## config.mk

```make
export PLATFORM = sky130hd
export DESIGN_NAME = controller_sequencer
export DESIGN_NICKNAME = d
export VERILOG_FILES = /design/src/rtl/sap1_pkg.sv /design/src/rtl/sap1_ring_counter.sv /design/src/rtl/controller_sequencer.sv
export SDC_FILE = /design/constraint.sdc
export NUM_CORES = 1
export LEC_CHECK = 0
export ABC_AREA = 1
export BUFFER_PORTS_ARGS = -buffer_cell sky130_fd_sc_hd__buf_2
export CAP_MARGIN = 30
export CORE_AREA = 2 2 39 41
export CTS_CLUSTER_DIAMETER = 200
export CTS_CLUSTER_SIZE = 20
export DETAILED_ROUTE_END_ITERATION = 7
export DIE_AREA = 0 0 41 43
export GPL_TIMING_DRIVEN = 1
export PLACE_DENSITY = 0.66
export SLEW_MARGIN = 20
export SYNTH_ARGS = -nofsm -noshare
export SYNTH_HDL_FRONTEND = slang
export SYNTH_SLANG_ARGS = --single-unit
```

## constraint.sdc

```tcl
create_clock -name clk -period 1.3 [get_ports clk]
set_clock_uncertainty 0.1 [all_clocks]
set_input_delay 0.195 -clock clk [delete_from_list [all_inputs] [get_ports clk]]
set_output_delay 0.195 -clock clk [all_outputs]
set_load 0.01 [all_outputs]
```

## src/rtl/sap1_pkg.sv

```systemverilog
// Shared opcodes, one-hot T-state encoding and control-word layout for the SAP-1 sequencer.
package sap1_pkg;

  localparam logic [3:0] OP_LDA = 4'b0000;
  localparam logic [3:0] OP_ADD = 4'b0001;
  localparam logic [3:0] OP_SUB = 4'b0010;
  localparam logic [3:0] OP_OUT = 4'b1110;
  localparam logic [3:0] OP_HLT = 4'b1111;

  // HALT is the all-zero ring: no T-state bit is live.
  typedef enum logic [5:0] {
    S_HALT = 6'b000000,
    S_T1   = 6'b000001,
    S_T2   = 6'b000010,
    S_T3   = 6'b000100,
    S_T4   = 6'b001000,
    S_T5   = 6'b010000,
    S_T6   = 6'b100000
  } state_e;

  typedef struct packed {
    logic pc_increment;
    logic pc_enable;
    logic mar_load;
    logic ram_enable;
    logic ir_load;
    logic ir_enable;
    logic a_load;
    logic a_enable;
    logic b_load;
    logic alu_enable;
    logic alu_subtract;
    logic out_load;
  } ctrl_t;

  // Instructions that fetch an operand from RAM and so need the full cycle.
  function automatic logic is_mem_op(input logic [3:0] op);
    return (op == OP_LDA) || (op == OP_ADD) || (op == OP_SUB);
  endfunction

endpackage

```

## src/rtl/sap1_ring_counter.sv

```systemverilog
// One-hot T-state ring: advances T1..T6, reloads to T1 on restart, parks in HALT on halt_req.
module sap1_ring_counter
  import sap1_pkg::*;
(
  input  logic   clk,
  input  logic   reset,
  input  logic   restart,
  input  logic   halt_req,
  output state_e state
);

  // NOTE: sequential state uses non-blocking assignment so every flop samples pre-edge values.
  always_ff @(posedge clk) begin
    if (reset) begin
      state <= S_T1;
    end else if (halt_req) begin
      state <= S_HALT;
    end else if (restart) begin
      state <= S_T1;
    end else begin
      case (state)
        S_T1:    state <= S_T2;
        S_T2:    state <= S_T3;
        S_T3:    state <= S_T4;
        S_T4:    state <= S_T5;
        S_T5:    state <= S_T6;
        S_T6:    state <= S_T1;
        S_HALT:  state <= S_HALT;
        default: state <= S_T1;
      endcase
    end
  end

endmodule

```

## src/rtl/controller_sequencer.sv

```systemverilog
// SAP-1 control sequencer: decodes T-state and opcode into the W-bus control lines.
// Optional VAR_CYCLE_EN: short instructions return to T1 early instead of idling to T6.
module controller_sequencer
  import sap1_pkg::*;
(
  input  logic       clk,
  input  logic       reset,
  input  logic [3:0] opcode,
  output logic [5:0] t_state,
  output logic       pc_increment,
  output logic       pc_enable,
  output logic       mar_load,
  output logic       ram_enable,
  output logic       ir_load,
  output logic       ir_enable,
  output logic       a_load,
  output logic       a_enable,
  output logic       b_load,
  output logic       alu_enable,
  output logic       alu_subtract,
  output logic       out_load,
  output logic       halt
);

  state_e state;
  ctrl_t  ctrl;
  logic   restart;
  logic   halt_req;

  sap1_ring_counter u_ring (
    .clk      (clk),
    .reset    (reset),
    .restart  (restart),
    .halt_req (halt_req),
    .state    (state)
  );

  assign halt_req = (state == S_T4) && (opcode == OP_HLT);

`ifdef VAR_CYCLE_EN
  assign restart = ((state == S_T5) && (opcode == OP_LDA)) ||
                   ((state == S_T4) && !is_mem_op(opcode) && (opcode != OP_HLT));
`else
  assign restart = 1'b0;
`endif

  always_comb begin
    // NOTE: default every control low first so no decode path can infer a latch.
    ctrl = '0;
    if (!reset) begin
      case (state)
        S_T1: begin
          ctrl.pc_enable = 1'b1;
          ctrl.mar_load  = 1'b1;
        end
        S_T2: ctrl.pc_increment = 1'b1;
        S_T3: begin
          ctrl.ram_enable = 1'b1;
          ctrl.ir_load    = 1'b1;
        end
        S_T4: begin
          if (is_mem_op(opcode)) begin
            ctrl.ir_enable = 1'b1;
            ctrl.mar_load  = 1'b1;
          end else if (opcode == OP_OUT) begin
            ctrl.a_enable = 1'b1;
            ctrl.out_load = 1'b1;
          end
        end
        S_T5: begin
          if (opcode == OP_LDA) begin
            ctrl.ram_enable = 1'b1;
            ctrl.a_load     = 1'b1;
          end else if ((opcode == OP_ADD) || (opcode == OP_SUB)) begin
            ctrl.ram_enable   = 1'b1;
            ctrl.b_load       = 1'b1;
            ctrl.alu_subtract = (opcode == OP_SUB);
          end
        end
        S_T6: begin
          if ((opcode == OP_ADD) || (opcode == OP_SUB)) begin
            ctrl.alu_enable   = 1'b1;
            ctrl.a_load       = 1'b1;
            ctrl.alu_subtract = (opcode == OP_SUB);
          end
        end
        default: ;
      endcase
    end
  end

  // The ring reloads synchronously, so reset is also applied to the visible outputs directly.
  assign t_state = reset ? S_T1 : state;
  assign halt    = !reset && (state == S_HALT);

  assign pc_increment = ctrl.pc_increment;
  assign pc_enable    = ctrl.pc_enable;
  assign mar_load     = ctrl.mar_load;
  assign ram_enable   = ctrl.ram_enable;
  assign ir_load      = ctrl.ir_load;
  assign ir_enable    = ctrl.ir_enable;
  assign a_load       = ctrl.a_load;
  assign a_enable     = ctrl.a_enable;
  assign b_load       = ctrl.b_load;
  assign alu_enable   = ctrl.alu_enable;
  assign alu_subtract = ctrl.alu_subtract;
  assign out_load     = ctrl.out_load;

endmodule

```

# --- Word level (Yosys, flattened, before mapping) ---
# Index checks and enable logic that the tools add are counted.
word_totals:
  regBits: 6
  in_bits: 6
  out_inout_bits: 19
  word_cells: 46
classes:
  n_eq_ne: 10
  muxes: 25
  reduce_logical: 9
ops:
  columns: ["cell", "count"]
  rows:
  - ["$pmux W6 S6", 1]
  - ["$mux W1", 17]
  - ["$mux W12", 1]
  - ["$eq A4 B4 Y1 const B", 2]
  - ["$pmux W1 S2", 4]
  - ["$eq A6 B1 Y1 const B", 1]
  - ["$eq A6 B2 Y1 const B", 1]
  - ["$eq A6 B3 Y1 const B", 1]
  - ["$eq A6 B4 Y1 const B", 1]
  - ["$eq A6 B5 Y1 const B", 1]
  - ["$eq A6 B6 Y1 const B", 1]
  - ["$logic_not A6 Y1", 1]
  - ["$mux W6", 1]
  - ["$eq A4 B1 Y1 const B", 1]
  - ["$eq A4 B2 Y1 const B", 1]
  - ["$logic_not A4 Y1", 1]
  - ["$logic_or A1 B1 Y1", 3]
  - ["$logic_and A1 B1 Y1", 2]
  - ["$mux W2", 1]
  - ["$reduce_or A2 Y1", 1]
  - ["$logic_not A1 Y1", 1]

# --- Depth between registers and ports, before layout ---
depth:
  word_depth: 6
  ltp_mapped: 7
  mapped_depth_nobuf: 7

# --- By module ---
# Synthesis repeated with hierarchy kept, for this count alone.
hier_totals:
  hier_cells: 103
  hier_area_um2: 574.3
by_module_without_submodules:
  columns: ["module", "instances", "cells_each", "area_each_um2", "seq_area_each_um2"]
  rows:
  - ["controller_sequencer", 1, 68, 315.3, 0.0]
  - ["sap1_ring_counter", 1, 35, 259.0, 120.1]

# --- Worst setup path before layout ---
# OpenSTA, ideal clock, no wires.
synth_path:
  path_kind: "reg2out"
  start: "register u_ring.state[4]"
  end: "output port out_load"
  arrival_ns: 1.084
  t_required_ns: 1.005
  path_slack_ns: -0.079
  path_stages_with_launch: 7
  n_path_buf: 1
  path_cell_list: "dfxtp_1 > inv_1 > nand2_2 > nor2_2 > inv_1 > nor3_2 > buf_4"
synth_between:
  elab_chain_cells: 3
synth_lines:
  columns: ["element", "line", "source"]
  rows:
  - ["from (decl)", "sap1_ring_counter.sv:9", "output state_e state"]
  - ["from (signal assigned)", "sap1_ring_counter.sv:15", "state <= S_T1;"]
  - ["from (signal assigned)", "sap1_ring_counter.sv:17", "state <= S_HALT;"]
  - ["from (signal assigned)", "sap1_ring_counter.sv:19", "state <= S_T1;"]
  - ["$eq A6 B4 Y1", "controller_sequencer.sv:51", "case (state)"]
  - ["$mux W1", "controller_sequencer.sv:51", null]
  - ["$mux W12", "controller_sequencer.sv:50", "if (!reset) begin"]
  - ["to (decl)", "controller_sequencer.sv:21", "output logic out_load,"]
# No other way between the ends.

# --- Worst setup path after layout ---
layout_path:
  start: "register u_ring.state[3]"
  end: "output port b_load"
layout_between:
  elab_chain_cells: 3
layout_lines:
  columns: ["element", "line", "source"]
  rows:
  - ["$eq A6 B5 Y1", "controller_sequencer.sv:51", null]
  - ["$mux W1", "controller_sequencer.sv:51", null]
  - ["$mux W12", "controller_sequencer.sv:50", null]
  - ["to (decl)", "controller_sequencer.sv:18", "output logic b_load,"]
# No other way between the ends.

==> impl_metrics.toml <==
[outcome]
run_status = "complete, but fails checks"
violations_in_the_final_reports = "setup timing"

[grt]
grt_overflow_total = 0
first_global_vias = 549
grt_max_degree = 14
number_of_antenna_violations_at_the_first_check_in_global_routing = 0
first_pass_grt_wire_length_mm = 2.145
grt.total_usage_pct = 17.71

[cts]
cts_tree = "done"
clk-insertion-delay-late_ns = 0.25
ctsLongestPathBuffers = 2
cts_buffers = 3
cts.htree.levels = 1
postCtsHoldBufs = 0
clock_sink_count = 6
root_buf_cell = "clkbuf_4"
clkTransAtPathRegs_ns = 0.05

[setup_path]
timing.critical_path.to = "b_load"
timing.rr.end = "u_ring.state[0]"
reg2reg_from = "u_ring.state[5]"
rrSetupSlack_ns = 0.16
timing.critical_path.from_type = "register"
critical_path_arrival_ns = 1.26
setup_crit_path_kind = "reg2out"
crit_fanout = 4
timing.critical_path.required_ns = 1.00
reg2reg_depth = 6
crit_path_start = "u_ring.state[3]"
end_kind = "output pin"

[routing]
vias_per_cell = 4.596
dr.first_iter.drc_count = 5
post_drt_wl_per_cell_um = 9.844
routed-via-count = 648
detail_route.drc_violations = 0
drt-pass1-iter-count = 4
drtAntennaViolNets = 0
drt_wl_total_mm = 1.388

[logic_synthesis]
synth_most_common_cell = "nor2_1"
synthArstFlopShare_pct = 0
synth_top_cells_by_area = "dfxtp_1, nor2_1, nand2_1"
synth-main-ff-cell = "dfxtp_1"
synth.top_cell.area_share_pct = 25.07
ys_top_cells_by_count = "nor2_1, nand2_1, inv_1"
syn_area_um2 = 479.2
synth.distinct_cells = 17
yosys.area.top_type = "dfxtp_1"
ys_seq_elements = 6
number_of_synthesized_flops_with_an_enable_pin = 0
synthesis.area_per_instance_um2 = 5.508
synth_fp_nets = 93
netlist_instances = 87
synth_sequential_area_ratio_pct = 25.07
ys.warnings.count = 0

[cells_and_area]
top_register = "u_ring.state"
ff_latch_area_um2 = 130.1
diodes = 0
design.final.nets = 133
layout-drive-gt1-share_pct = 64.80
largest_register_ffs = 6
area_used_by_multi_input_combinational_logic_um2 = 387.9
synthToLayoutAreaGrowth_pct = 79.37
reg.largest.list = "u_ring.state (6)"
n_fill_cell = 125

[placement]
detailed_place_hpwl_mm = 1.032
gp_routability_congestion = 0.7350
place.port_buffers = 24

[sta]
period_minus_slack_ns = 1.557
grt_setup_unrepaired = "yes"
post-route-period-util_pct = 119.8
report.final.hold_viol_count = 0
final-max-slew-violation-count = 0
maxClockFrequency_ghz = 0.6423
final.hold.worst_slack_ns = 0.2315
report.final.setup_viol = 14
relSlewSlack_pct = 84.60
timing_worst_slew_pin_value_ns = 0.2301
final.setup.worst_slack_ns = -0.2570
final.setup.tns_ns = -2.854

[die]
chipWidth_um = 41
num_rows = 14
initial_utilization_pct = 34.63
design.core.area_um2 = 1384
die_height_um = 43
ios = 25
floorplan.die_area_um2 = 1763

[power_and_ir_drop]
leakage_nw = 0.4751
power-per-cell-area_nw_per_um2 = 804.2
max-vdd-ir-drop_mv = 0.7656

[run]
cap_viol_max_count = 0

[worst_hold_path]
classification_of_the_worst_slack_hold_path = "in2reg"
==> through the flow <==
step	util [%]	total power [mW]	cells	area (um^2)	worst slack [ns]
3_3_place_gp	48.64	0.4215	133	673.1	-0.03041
6_report	62.12	0.6913	141	859.6	-0.2570
3_5_place_dp	48.64	0.4232	133	673.1	-0.05492
4_1_cts	56.15	0.6245	139	777.0	-0.2694
2_1_floorplan	-	0.3503	87	485.5	-0.03895
5_1_grt	62.12	0.7309	141	859.6	-0.3380
==> cell type report <==
cell class	instances	area share (%)
tap	16	2.329
multi-input combinational	64	45.12
clock buffer	3	2.620
inverter	15	7.715
sequential	6	15.14
timing repair buffer	37	27.07
==> cells in the final DEF (no fill, tap or decap), drive strengths merged <==
cell type	netlist	layout
a21oi	1	1
buf	2	37
clkbuf	0	3
dfxtp	6	6
inv	15	15
nand2	21	21
nand3	4	4
nand4	1	1
nor2	28	28
nor3	4	4
o21ai	5	5
==> cell families (layout without fill, tap and decap cells) <==
kind of cell	Yosys count	after routing	share of synthesized area (%)
AO/OA/AOI/OAI	6	6	6.264
buffers and inverters	17	55	14.36
flip-flops	6	6	25.07
AND/OR/NAND/NOR	58	58	54.31
==> power by group <==
group / internal (mW) / switching (mW)
Sequential: 0.202 / 0.0221
Clock: 0.105 / 0.0756
Combinational: 0.118 / 0.168
==> per-layer routing <==
layer	routed length (um)	global-route usage, %
met1	603	22.98
met2	700	26.25
met3	55	3.141
met4	28	10.00
met5	0	0
==> worst max-delay path, stage by stage (launching register included) <==
cell	delay, ns
dfxtp_4	0.35
nor2_2	0.13
nand2_2	0.11
inv_4	0.09
nand2_4	0.06
nor3_2	0.13
buf_2	0.14
==> repair_timing <==
item                                    CTS  global route
resized for setup                        22            23
endpoints found under the setup margin   14            15
setup buffers                             3             2
pin swaps                                 6             7
==> worst min-delay path by stage <==
stage,start,endpoint,cells past startpoint
after floorplan,reset,u_ring.state[2],1
after global placement,u_ring.state[1],u_ring.state[1],3
after detailed placement,reset,u_ring.state[0],4
after CTS,reset,u_ring.state[0],4
after global routing,reset,u_ring.state[0],4
final,reset,u_ring.state[0],4
Note: power is estimated with default switching activity, not from simulation.
